`src/rtl/sched_pkg.sv`:
```
`default_nettype none
// ============================================================================
//  Module      : sched_pkg
//  Description : Shared opcode constants, FSM state type and instruction
//                classification helpers for the issue scheduler.
//  Revision    : 1.0 - initial release
// ============================================================================
package sched_pkg;

    // Field geometry: every field is one nibble, counted from the MSB.
    localparam int c_FIELD_W    = 4;
    localparam int c_OPC_NIB    = 0;
    localparam int c_DST_NIB    = 1;
    localparam int c_SRCA_NIB   = 2;
    localparam int c_SRCB_NIB   = 3;

    // Control-flow opcodes
    localparam logic [3:0] OP_JMP   = 4'b1000;
    localparam logic [3:0] OP_JMPC  = 4'b1001;
    localparam logic [3:0] OP_MEMPC = 4'b1111;

    typedef enum logic [0:0] {
        RUN           = 1'b0,
        WAIT_REDIRECT = 1'b1
    } sched_state_t;

    // Memory ops live in the 11xx opcode quadrant.
    function automatic logic is_mem(input logic [3:0] op);
        return (op[3:2] == 2'b11);
    endfunction

    // ALU ops (0xxx) write a register; memory ops write one when op[0] is set.
    function automatic logic is_regwrite(input logic [3:0] op);
        return (~op[3]) | (is_mem(op) & op[0]);
    endfunction

    function automatic logic is_ctrl(input logic [3:0] op);
        return (op == OP_JMP) | (op == OP_JMPC) | (op == OP_MEMPC);
    endfunction

    // Source operands are meaningful only for ALU and memory ops.
    function automatic logic srcs_checked(input logic [3:0] op);
        return (~op[3]) | is_mem(op);
    endfunction

endpackage
`default_nettype wire

```
`src/rtl/sched_scoreboard.sv`:
```
`default_nettype none
// ============================================================================
//  Module      : sched_scoreboard
//  Description : Pending-write scoreboard. Holds one bit per register, sets
//                on issue, clears on writeback, and exposes the effective
//                view with the current-cycle writeback already bypassed.
//  Revision    : 1.0 - initial release
// ============================================================================
module sched_scoreboard #(
    parameter int REGS  = 16,
    parameter int IDX_W = 4
) (
    input  logic             clk,
    input  logic             rst_n,
    input  logic             set_en,
    input  logic [IDX_W-1:0] set_reg,
    input  logic             clr_en,
    input  logic [IDX_W-1:0] clr_reg,
    output logic [REGS-1:0]  eff
);

    logic [REGS-1:0] r_pend;
    logic [REGS-1:0] w_set_mask;
    logic [REGS-1:0] w_clr_mask;

    // One-hot decode of the set and clear register indices.
    genvar gi;
    generate
        for (gi = 0; gi < REGS; gi++) begin : g_mask
            assign w_set_mask[gi] = set_en & (set_reg == IDX_W'(gi));
            assign w_clr_mask[gi] = clr_en & (clr_reg == IDX_W'(gi));
        end
    endgenerate

    // A writeback in this cycle is already visible to the hazard check.
    assign eff = r_pend & ~w_clr_mask;

    // Set is applied after clear so an issue to the written-back register wins.
    always_ff @(posedge clk or negedge rst_n) begin
        if (!rst_n) begin
            r_pend <= '0;
        end else begin
            r_pend <= eff | w_set_mask;
        end
    end

endmodule
`default_nettype wire

```
`src/rtl/issue_scheduler.sv`:
```
`default_nettype none
// ============================================================================
//  Module      : issue_scheduler
//  Description : In-order single-entry issue stage between fetch and decode.
//                Stalls on RAW/WAW/memory-port hazards and holds fetch after
//                control-flow ops until the PC redirect is confirmed.
//                Optional performance counters: ISSUE_SCHED_PERF_EN.
//  Revision    : 1.0 - initial release
// ============================================================================
module issue_scheduler
    import sched_pkg::*;
#(
    parameter int N     = 24,
    parameter int REGS  = 16
`ifdef ISSUE_SCHED_PERF_EN
    ,
    parameter int CNT_W = 32
`endif
) (
    input  logic             clk,
    input  logic             rst_n,
    input  logic             in_valid,
    input  logic [N-1:0]     in_instr,
    output logic             in_ready,
    output logic             out_valid,
    output logic [N-1:0]     out_instr,
    input  logic             out_ready,
    input  logic             wb_valid,
    input  logic [3:0]       wb_reg,
    input  logic             mem_done,
    input  logic             redirect_valid,
    output logic             fetch_hold
`ifdef ISSUE_SCHED_PERF_EN
    ,
    output logic [CNT_W-1:0] stall_cnt,
    output logic [CNT_W-1:0] flush_cnt
`endif
);

    localparam int c_OPC_HI  = N - 1 - c_OPC_NIB  * c_FIELD_W;
    localparam int c_DST_HI  = N - 1 - c_DST_NIB  * c_FIELD_W;
    localparam int c_SRCA_HI = N - 1 - c_SRCA_NIB * c_FIELD_W;
    localparam int c_SRCB_HI = N - 1 - c_SRCB_NIB * c_FIELD_W;

    sched_state_t    r_state;
    sched_state_t    w_state_nxt;
    logic            r_out_valid;
    logic [N-1:0]    r_out_instr;
    logic            r_mem_busy;

    logic [3:0]      w_opc;
    logic [3:0]      w_dst;
    logic [3:0]      w_src_a;
    logic [3:0]      w_src_b;
    logic            w_is_wr;
    logic            w_is_mem;
    logic            w_is_ctrl;
    logic [REGS-1:0] w_eff;
    logic            w_hazard;
    logic            w_run;
    logic            w_issue;

    assign w_opc     = in_instr[c_OPC_HI  -: c_FIELD_W];
    assign w_dst     = in_instr[c_DST_HI  -: c_FIELD_W];
    assign w_src_a   = in_instr[c_SRCA_HI -: c_FIELD_W];
    assign w_src_b   = in_instr[c_SRCB_HI -: c_FIELD_W];
    assign w_is_wr   = is_regwrite(w_opc);
    assign w_is_mem  = is_mem(w_opc);
    assign w_is_ctrl = is_ctrl(w_opc);

    sched_scoreboard #(
        .REGS  (REGS),
        .IDX_W (4)
    ) u_scoreboard (
        .clk     (clk),
        .rst_n   (rst_n),
        .set_en  (w_issue & w_is_wr),
        .set_reg (w_dst),
        .clr_en  (wb_valid),
        .clr_reg (wb_reg),
        .eff     (w_eff)
    );

    // A finishing memory op frees the port in the same cycle.
    assign w_hazard = (srcs_checked(w_opc) & (w_eff[w_src_a] | w_eff[w_src_b]))
                    | (w_is_wr & w_eff[w_dst])
                    | (w_is_mem & r_mem_busy & ~mem_done);

    assign in_ready  = w_run & ~w_hazard & (~r_out_valid | out_ready);
    assign w_issue   = in_valid & in_ready;
    assign out_valid = r_out_valid;
    assign out_instr = r_out_instr;

    // FSM state register.
    always_ff @(posedge clk or negedge rst_n) begin
        if (!rst_n) begin
            r_state <= RUN;
        end else begin
            r_state <= w_state_nxt;
        end
    end

    // FSM next state: control ops park us until fetch confirms the redirect.
    always_comb begin
        w_state_nxt = r_state;
        w_run       = 1'b0;
        fetch_hold  = 1'b0;
        case (r_state)
            RUN: begin
                w_run = 1'b1;
                if (w_issue && w_is_ctrl) begin
                    w_state_nxt = WAIT_REDIRECT;
                end
            end
            WAIT_REDIRECT: begin
                fetch_hold = 1'b1;
                if (redirect_valid) begin
                    w_state_nxt = RUN;
                end
            end
            default: w_state_nxt = RUN;
        endcase
    end

    // Output register: load on issue, drop once the decoder consumes it.
    always_ff @(posedge clk or negedge rst_n) begin
        if (!rst_n) begin
            r_out_valid <= 1'b0;
            r_out_instr <= '0;
        end else if (w_issue) begin
            r_out_valid <= 1'b1;
            r_out_instr <= in_instr;
        end else if (out_ready) begin
            r_out_valid <= 1'b0;
        end
    end

    // Single memory port: a new memory issue keeps it busy over a completion.
    always_ff @(posedge clk or negedge rst_n) begin
        if (!rst_n) begin
            r_mem_busy <= 1'b0;
        end else if (w_issue && w_is_mem) begin
            r_mem_busy <= 1'b1;
        end else if (mem_done) begin
            r_mem_busy <= 1'b0;
        end
    end

`ifdef ISSUE_SCHED_PERF_EN
    logic [CNT_W-1:0] r_stall_cnt;
    logic [CNT_W-1:0] r_flush_cnt;

    // Saturating counters for hazard stalls and redirect wait cycles.
    always_ff @(posedge clk or negedge rst_n) begin
        if (!rst_n) begin
            r_stall_cnt <= '0;
            r_flush_cnt <= '0;
        end else begin
            if (w_run && in_valid && !in_ready && (r_stall_cnt != '1)) begin
                r_stall_cnt <= r_stall_cnt + 1'b1;
            end
            if (fetch_hold && (r_flush_cnt != '1)) begin
                r_flush_cnt <= r_flush_cnt + 1'b1;
            end
        end
    end

    assign stall_cnt = r_stall_cnt;
    assign flush_cnt = r_flush_cnt;
`endif

endmodule
`default_nettype wire

```
`config.mk`:
```
export PLATFORM = sky130hd
export DESIGN_NAME = issue_scheduler
export DESIGN_NICKNAME = d
export VERILOG_FILES = /design/src/rtl/sched_pkg.sv /design/src/rtl/sched_scoreboard.sv /design/src/rtl/issue_scheduler.sv
export SDC_FILE = /design/constraint.sdc
export NUM_CORES = 1
export LEC_CHECK = 0
export BUFFER_PORTS_ARGS = -buffer_cell sky130_fd_sc_hd__buf_2
export CAP_MARGIN = 20
export CORE_ASPECT_RATIO = 0.8
export CORE_MARGIN = 5
export CORE_UTILIZATION = 39
export DETAILED_ROUTE_END_ITERATION = 7
export GPL_ROUTABILITY_DRIVEN = 0
export GPL_TIMING_DRIVEN = 0
export PLACE_DENSITY = 0.62
export SYNTH_ARGS = -nofsm -noshare
export SYNTH_HDL_FRONTEND = slang
export SYNTH_SLANG_ARGS = --single-unit
```
`constraint.sdc`:
```
create_clock -name clk -period 9.2 [get_ports clk]
set_clock_uncertainty 0.15 [all_clocks]
set_input_delay 1.84 -clock clk [delete_from_list [all_inputs] [get_ports clk]]
set_output_delay 1.84 -clock clk [all_outputs]
set_load 0.02 [all_outputs]
```
* Word level (Yosys, flattened, before mapping)
Cells that the tools add are included.
** Storage, ports and cells
- Input bits :: 35
- Logic and storage cells :: 120
- Output and inout bits :: 27
- Bits in registers :: 43
** Cells by class
- Bitwise operators :: 57
- Reductions and logical operators :: 6
- Muxes and demuxes :: 15
- Eq/ne operators :: 34
- Order comparisons :: 3
** Operators with widths (count)
- $eq 4x4->1 const B :: 19
- $and 1x1->1 :: 41
- $eq 4x3->1 const B :: 8
- $and 16x16->16 :: 1
- $eq 4x2->1 const B :: 4
- $not 16->16 :: 1
- $or 16x16->16 :: 1
- $lt 4x5->1 const B :: 3
- $bmux 1 s4 :: 3
- $mux 1 :: 11
- $eq 4x1->1 const B :: 2
- $logic_not 4->1 :: 2
- $or 1x1->1 :: 8
- $not 1->1 :: 5
- $reduce_bool 2->1 :: 2
- $eq 2x2->1 const B :: 1
- $logic_and 1x1->1 :: 2
- $pmux 1 s2 :: 1

* Longest topological paths before layout
Gate-level depths: netlist of run 1.
- Depth after elaboration :: 17
- Mapped depth :: 11
- Depth with buffers taken out :: 8

* Hierarchy
From an unflattened synthesis of run 1, not the netlist that was laid out.
** Unflattened totals
- Cell total of the unflattened synthesis :: 174
- Area total of the unflattened synthesis :: 2334.7 µm²
** By module, submodules not included
- issue_scheduler :: area each 1572.8 µm², times used 1, cells each 108, sequential area each 675.6 µm²
- sched_scoreboard :: area each 762.0 µm², times used 1, cells each 66, sequential area each 400.4 µm²

* Least setup slack after synthesis of run 1
No wires, ideal clock.
- Path type :: input port to output port
- Start :: in in_instr[13]
- End :: out in_ready
- Arrival time :: 3703 ps
- Setup slack :: 3507 ps
- Stages on the path :: 10
- Data required time :: 7210 ps
- Cells stage by stage :: clkbuf_1 -> inv_1 -> mux2i_1 -> o311ai_0 -> a211o_1 -> and4_1 -> buf_2 -> o21ai_2 -> clkbuf_1 -> inv_1
** Between the ends
- Longest elaborated chain between the ends :: 9
** RTL lines
- start, declared :: line issue_scheduler.sv:23 : input logic [N-1:0] in_instr,
- $bmux 1 s4 :: line issue_scheduler.sv:85 : assign w_hazard = (srcs_checked(w_opc) & (w_eff[w_src_a] | w_eff[w_src_b]))
- $mux 1 (not written as such) :: line issue_scheduler.sv:85
- $or 1x1->1 :: line issue_scheduler.sv:85
- $and 1x1->1 :: line issue_scheduler.sv:85
- $or 1x1->1 :: line issue_scheduler.sv:86 : | (w_is_wr & w_eff[w_dst])
- $or 1x1->1 :: line issue_scheduler.sv:87 : | (w_is_mem & r_mem_busy & ~mem_done);
- $not 1->1 :: line issue_scheduler.sv:89 : assign in_ready = w_run & ~w_hazard & (~r_out_valid | out_ready);
- $and 1x1->1 (2 in series) :: line issue_scheduler.sv:89
- end, declared :: line issue_scheduler.sv:24 : output logic in_ready,
No other way between the ends. The select of a mux whose other input is x is not followed.

* Worst setup path after layout of run 1
- Start :: in wb_reg[2]
- End :: out in_ready
** Between the ends
- Longest elaborated chain between the ends :: 13
- Elaborated cells between the ends (all ways) :: 48
** RTL lines
- start, declared :: line issue_scheduler.sv:29 : input logic [3:0] wb_reg,
- $eq 4x1->1, or another cell as far along :: line sched_scoreboard.sv:31 : assign w_clr_mask[gi] = clr_en & (clr_reg == IDX_W'(gi));
- $and 1x1->1 :: line sched_scoreboard.sv:31
- $not 16->16 (*) :: line sched_scoreboard.sv:36 : assign eff = r_pend & ~w_clr_mask;
- $and 16x16->16 (*) :: line sched_scoreboard.sv:36
- $bmux 1 s4 :: line issue_scheduler.sv:85
- $mux 1 (not written as such) :: line issue_scheduler.sv:85
- $or 1x1->1 :: line issue_scheduler.sv:85
- $and 1x1->1 :: line issue_scheduler.sv:85
- $or 1x1->1 (*) :: line issue_scheduler.sv:86
- $or 1x1->1 (*) :: line issue_scheduler.sv:87
- $not 1->1 (*) :: line issue_scheduler.sv:89
- $and 1x1->1 (*) (2 in series) :: line issue_scheduler.sv:89
Every way passes the cells marked *; elsewhere a longest branch is shown, timed or not. The select of a mux whose other input is x is not followed.

==> results of run 1 <==
-- how the worst max path moves through the flow --
stage                      start  endpoint  slack [ns]
floorplan           in_instr[13]  in_ready        3.51
global placement        wb_valid  in_ready        2.80
detailed placement     wb_reg[1]  in_ready        2.80
CTS                    wb_reg[1]  in_ready        2.79
global route           wb_reg[1]  in_ready        2.51
finish                 wb_reg[2]  in_ready        2.79
-- per-layer routing --
metal	vias to the layer above	share of wire, %	global-route usage, %
li1	1019	-	-
met1	1041	49	24.72
met2	66	43	23.66
met3	6	7.3	4.549
met4	0	0.57	3.001
met5	-	0	0
-- registers in the layout (all words and copies together), names as in the netlist --
register,count
out_instr,24
u_scoreboard.r_pend,16
out_valid,1
r_mem_busy,1
r_state,1
-- layout make-up --
type / count / share of cell area (%)
Tap cell: 84 / 3.547
Buffer: 17 / 2.745
Clock buffer: 5 / 2.323
Multi-Input combinational cell: 169 / 43.50
Clock inverter: 3 / 0.8024
Inverter: 9 / 1.140
Sequential cell: 43 / 36.32
Timing Repair Buffer: 54 / 9.628
-- cell families (layout without fill, tap and decap cells) --
family          after synthesis  after routing  share of synthesized area (%)
compound gates               64             64                          17.91
buf+inv                      26             88                          4.642
flops                        43             43                          43.39
mux                          29             29                          16.85
simple gates                 76             76                          17.20
-- per-stage QoR --
step	power, mW	hold WS [ns]	cells	area (um2)	worst slack [ns]
after floorplan	0.4554	0.3317	238	2480	3.507
after global placement	0.5415	0.3166	375	2850	2.801
after detailed placement	0.5454	0.3246	375	2850	2.798
after CTS	0.6757	0.3476	383	2943	2.786
after global routing	0.7137	0.3711	384	2963	2.510
final	0.6697	0.3424	384	2963	2.786
-- cell usage after synthesis, types with 2 or more instances --
cell type	instances
a2111oi_0	2
a21oi_1	2
a31oi_1	3
and2_1	3
and4_1	2
buf_1	3
buf_2	2
buf_6	2
clkbuf_1	10
dfrtp_1	43
inv_1	9
mux2_1	3
mux2_2	3
mux2_4	19
mux2i_1	2
mux4_2	2
nand2_1	13
nand2b_1	3
nand3_1	7
nand3b_1	2
nand4_1	19
nand4b_1	2
nor2_1	11
nor2b_1	7
o2111a_1	2
o2111ai_1	3
o211ai_1	4
o21a_1	3
o21ai_0	15
o21ai_1	13
o21bai_1	3
or2_1	2
-- power breakdown --
| group | switching, mW | internal [mW] | leakage [nW] |
|---|---|---|---|
| Combinational | 0.152 | 0.118 | 0.713 |
| Clock | 0.0729 | 0.0544 | 0.0408 |
| Sequential | 0.0274 | 0.245 | 0.536 |
==> flow_metrics.env, run 1 <==
export IMPL_ys_warn_count=0
export IMPL_hpwl_um=4931
export IMPL_synthTopCellsByArea="dfrtp_1, mux2_4, nand4_1"
export IMPL_syn_nets=273
export IMPL_synth_top_area_share_pct=43.39
export IMPL_routed_wl_um=6501
export IMPL_grt_max_degree=44
export IMPL_multiInputGateArea_mm2=0.001289
export IMPL_setup_viol=0
export IMPL_rr_startpoint="u_scoreboard.r_pend[2]$_DFF_PN0_"
export IMPL_gr_total_overflow=0
export IMPL_required_ns=7.21
export IMPL_worstReg2RegEnd="u_scoreboard.r_pend[11]$_DFF_PN0_"
export IMPL_crit_chain="buf_2 -> or3b_1 -> o21ai_0 -> mux2_2 -> nand3_1 -> o2111ai_1 -> and4_1 -> buf_2 -> o21ai_2 -> clkbuf_1 -> inv_1 -> buf_2"
export IMPL_relSlewSlack_pct=66.89
export IMPL_worst_hold_path_endpoint="out_instr[17]$_DFFE_PN0P_"
export IMPL_max_freq_mhz=155.9
export IMPL_area_growth_pct=19.48
export IMPL_cts_tree="done"
export IMPL_ys_seq_area_share_pct=43.39
export IMPL_clk_pin_slew_ns=0.09
export IMPL_grt_usage_pct=16.44
export IMPL_drv_slew=0
export IMPL_vdd_ir_drop_max_mv=0.1377
export IMPL_p_leak_nw=1.290
export IMPL_die_y_um=81.32
export IMPL_cap_viol_max_count=0
export IMPL_io_buffers=53
export IMPL_rows=26
export IMPL_die_w_um=99.16
export IMPL_cts_setup_buffers=0
export IMPL_outcome="completed"
export IMPL_diodes=0
export IMPL_route_detailed_drc=0
export IMPL_rrSetupSlack_ns=6.38
export IMPL_syn_inst=238
export IMPL_rsz0062_at_grt="no"
export IMPL_slowest_stage="o21ai_0"
export IMPL_path_delay_family="buffers and inverters"
export IMPL_cts_root_buf="clkbuf_8"
export IMPL_fp_coreArea_mm2=0.006279
export IMPL_final_common_cell="buf_2"
export IMPL_cts_sinks=43
export IMPL_detail_route_antenna_nets=0
export IMPL_antenna_found_initial=0
export IMPL_crit_path_start_kind="input port"
export IMPL_hold_class="reg2reg"
export IMPL_cp_depth=12
export IMPL_finalCritPeriodShare_pct=69.72
export IMPL_first_pass_iters=4
export IMPL_cp_arrival_ns=4.42
export IMPL_yosys_register_bits=43
export IMPL_synthFlopType="dfrtp_1"
export IMPL_ys_types=51
export IMPL_min_delay_start="out_instr[17]$_DFFE_PN0P_"
export IMPL_tightest_slew_ns=0.4914
export IMPL_synth_area_leader_cell="dfrtp_1"
export IMPL_post_drt_wl_per_cell_um=16.93
export IMPL_synth_edf_count=0
export IMPL_avgViaCountPerCell=5.552
export IMPL_ff2ff_path_depth=9
export IMPL_worst_setup_path_end_kind="primary output"
export IMPL_drive_gt1_share_pct=31.67
export IMPL_crit_buf_inv=5
export IMPL_cts_resized=0
export IMPL_path_class="in2out"
export IMPL_nFillCells=616
export IMPL_design_die_area_mm2=0.008063
export IMPL_p_per_area_mw_per_mm2=226.0
export IMPL_hold_buffers=0
export IMPL_num_vias=2132
export IMPL_syn_avg_cell_area_um2=10.42
export IMPL_io_pins=62
export IMPL_hold_viol_final=0
export IMPL_regArea_mm2=0.001076
export IMPL_holdPathStages=1
export IMPL_grt_pass1_wl_um=10410
export IMPL_cts_htree_levels=2
export IMPL_tns_ns=0
export IMPL_syn_area_mm2=0.002480
export IMPL_grt_pass1_vias=1983
export IMPL_crit_fanout=10
export IMPL_clk_latency_ns=0.30
export IMPL_nets=334
export IMPL_slowest_delay_ns=0.44
export IMPL_layout_common_cells="buf_2, dfrtp_1, nand4_1, mux2_4, o21ai_0"
export IMPL_clockBufferDepth=2
export IMPL_start_util_pct=39.50
export IMPL_final_core_util_pct=47.19
export IMPL_cts_buffers=5
export IMPL_ys_async_sr_fraction_pct=100.0
export IMPL_fin_crit_ns=6.414
export IMPL_drt_iter0_markers=118
export IMPL_crit_top_cell="buf_2"
Note: power is estimated with default switching activity, not from simulation.
==> run 2: changes to the inputs <==
Settings changed: ABC_AREA set to 1, PLACE_DENSITY 0.62 to 0.61.
Clock period 9.2 ns to 6.16 ns, I/O delays scaled along.
==> flow_metrics.env, run 2 <==
export IMPL_outcome="completed"
export IMPL_cts_buffers=5
export IMPL_clockBufferDepth=2
export IMPL_ys_warn_count=0
export IMPL_nets=441
export IMPL_max_freq_mhz=236.5
export IMPL_tns_ns=0
export IMPL_syn_inst=339
export IMPL_slowest_stage="nor2_1"
export IMPL_start_util_pct=40.40
export IMPL_synth_top_area_share_pct=41.35
export IMPL_crit_fanout=8
export IMPL_synthFlopType="dfrtp_1"
export IMPL_setup_slack_ns=1.931
export IMPL_synth_simple_area_share_pct=31.73
export IMPL_rrSetupSlack_ns=4.32
export IMPL_layout_common_cells="nand2_1, buf_2, nand3_1"
export IMPL_hold_viol_final=0
export IMPL_post_drt_wl_per_cell_um=14.86
export IMPL_grt_usage_pct=17.91
export IMPL_finalCritPeriodShare_pct=68.65
export IMPL_cts_tree="done"
export IMPL_clk_latency_ns=0.30
export IMPL_rows=26
export IMPL_fp_coreArea_mm2=0.006441
export IMPL_grt_pass1_vias=2535
export IMPL_synth_compound_area_share_pct=16.15
export IMPL_crit_top_cell="nand2_1"
export IMPL_synthAdderAreaFrac_pct=0
export IMPL_crit_chain="buf_2 -> inv_1 -> nor2_1 -> nand2_1 -> nand4_1 -> nand2_1 -> nand2_1 -> o21a_4 -> and2_1 -> buf_2"
export IMPL_yosys_register_bits=43
export IMPL_nFillCells=657
export IMPL_vdd_ir_drop_max_mv=0.1495
export IMPL_rr_startpoint="u_scoreboard.r_pend[2]$_DFF_PN0_"
export IMPL_cap_viol_max_count=0
export IMPL_antenna_found_initial=0
export IMPL_drt_iter0_markers=138
export IMPL_regArea_mm2=0.001076
export IMPL_drive_gt1_share_pct=28.08
export IMPL_hpwl_um=5681
export IMPL_setup_viol=0
export IMPL_muxShareOfSynthArea_pct=0
export IMPL_synthTopCellsByArea="dfrtp_1, nand2_1, nand3_1"
export IMPL_hold_buffers=0
export IMPL_required_ns=4.78
export IMPL_final_common_cell="nand2_1"
export IMPL_syn_area_mm2=0.002602
export IMPL_synth_common_cells="nand2_1, nand3_1, inv_1"
export IMPL_cts_root_buf="clkbuf_8"
export IMPL_clk_pin_slew_ns=0.08
export IMPL_synth_xor_area_share_pct=0
export IMPL_cts_setup_buffers=0
export IMPL_detail_route_antenna_nets=0
export IMPL_route_detailed_drc=0
export IMPL_stdcell_count=490
export IMPL_holdPathStages=2
export IMPL_avgViaCountPerCell=5.000
export IMPL_p_per_area_mw_per_mm2=324.4
export IMPL_grt_pass1_wl_um=12160
export IMPL_dpl_cell_count=482
export IMPL_rsz0062_at_grt="no"
export IMPL_cts_resized=0
export IMPL_cts_sinks=43
export IMPL_synth_top_family_by_area="simple AND/OR/NAND/NOR gates"
export IMPL_gr_total_overflow=0
export IMPL_yosysMostFrequentCell="nand2_1"
export IMPL_io_pins=62
export IMPL_area_growth_pct=20.10
export IMPL_design_die_area_mm2=0.008417
export IMPL_ys_async_sr_fraction_pct=100.0
export IMPL_syn_nets=374
export IMPL_tightest_slew_ns=0.7280
export IMPL_routed_wl_um=7282
export IMPL_multiInputGateArea_mm2=0.001246
export IMPL_p_leak_nw=1.730
export IMPL_min_delay_start="out_instr[7]$_DFFE_PN0P_"
export IMPL_grt_max_degree=44
export IMPL_slowest_delay_ns=0.56
export IMPL_ys_types=26
export IMPL_diodes=0
export IMPL_worst_setup_path_end_kind="primary output"
export IMPL_cts_htree_levels=2
export IMPL_worst_hold_path_endpoint="out_instr[7]$_DFFE_PN0P_"
export IMPL_io_buffers=59
export IMPL_die_y_um=83.07
export IMPL_fin_crit_ns=4.229
export IMPL_p_total_mw=1.014
export IMPL_worstReg2RegEnd="u_scoreboard.r_pend[13]$_DFF_PN0_"
export IMPL_path_class="in2out"
export IMPL_ff2ff_path_depth=10
export IMPL_die_w_um=101.3
export IMPL_largest_reg_flops=24
export IMPL_synth_edf_count=0
export IMPL_synth_area_leader_cell="dfrtp_1"
export IMPL_hold_class="reg2reg"
export IMPL_drv_slew=0
export IMPL_syn_avg_cell_area_um2=7.677
export IMPL_ys_seq_area_share_pct=41.35
export IMPL_crit_path_start_kind="input port"
export IMPL_place_ws_ns=1.998
export IMPL_relSlewSlack_pct=51.28
export IMPL_num_vias=2450
export IMPL_cp_arrival_ns=2.85
export IMPL_first_pass_iters=5
[run 2: cell count changes in the layout (fill, tap and decap cells not counted), moves of 4 or more]
cell      previous run  this run
buf_2               55        61
nand2_1             13       101
o211ai_1             4         0
clkbuf_1            10         1
buf_6                2         6
nand4_1             19         1
o21ai_1             13         7
inv_1                9        48
o21bai_2             0        10
o21ai_2              1        18
nor2b_1              7         0
mux2_4              19         0
o21ai_0             15         7
nand3_1              7        61
[run 2: worst max-delay path by stage]
stage               endpoint  slack [ns]         start  depth (start not counted)
floorplan           in_ready        2.42  in_instr[12]                         10
global placement    in_ready        1.99  in_instr[17]                         10
detailed placement  in_ready        2.00  in_instr[17]                         10
CTS                 in_ready        1.97  in_instr[17]                         10
global route        in_ready        1.73     wb_reg[2]                         12
finish              in_ready        1.93  in_instr[17]                         10
[run 2: kinds of logic (layout without fill, tap and decap cells)]
| family | count (synthesis) | after routing |
|---|---|---|
| and+or+nand+nor | 183 | 183 |
| AOI/OAI and AO/OA | 52 | 52 |
| DFF | 43 | 43 |
| buffers and inverters | 61 | 128 |
[run 2: metal layers]
layer  GRT usage [%]  share of wire (%)  up-vias
met4           3.019                1.0        0
met3           6.030                7.7       10
met2           26.96                 44       94
met5               0                  0        -
li1                -                  -     1221
met1           25.26                 47     1125
[run 2: where the power goes]
group | switching [mW] | internal (mW) | total (mW)
logic | 0.247 | 0.145 | 0.392
clock network | 0.0992 | 0.119 | 0.218
registers | 0.0425 | 0.362 | 0.404
[run 2: final cells by class]
class,count,area share (%)
clock inverters,1,0.9608
flip-flops and latches,43,34.43
repair buffers,60,10.09
plain buffers,9,2.722
inverters,52,6.245
clock buffers,6,2.322
multi-input cells,235,39.87
well taps,84,3.363
[run 2: through the flow]
stage	hold slack [ns]	utilization (%)	cell area [um2]
after CTS	0.3332	48.21	3105
after detailed placement	0.3135	46.62	3003
after global routing	0.3615	48.52	3126
after global placement	0.3100	46.62	3003
final	0.3310	48.52	3126
after floorplan	0.3658	-	2603
[run 2: critical path: cells and delay by family]
kind	cells	cell delay (ns)
and+or+nand+nor	6	1.10
buffers and inverters	3	0.34
AOI/OAI and AO/OA	1	0.17
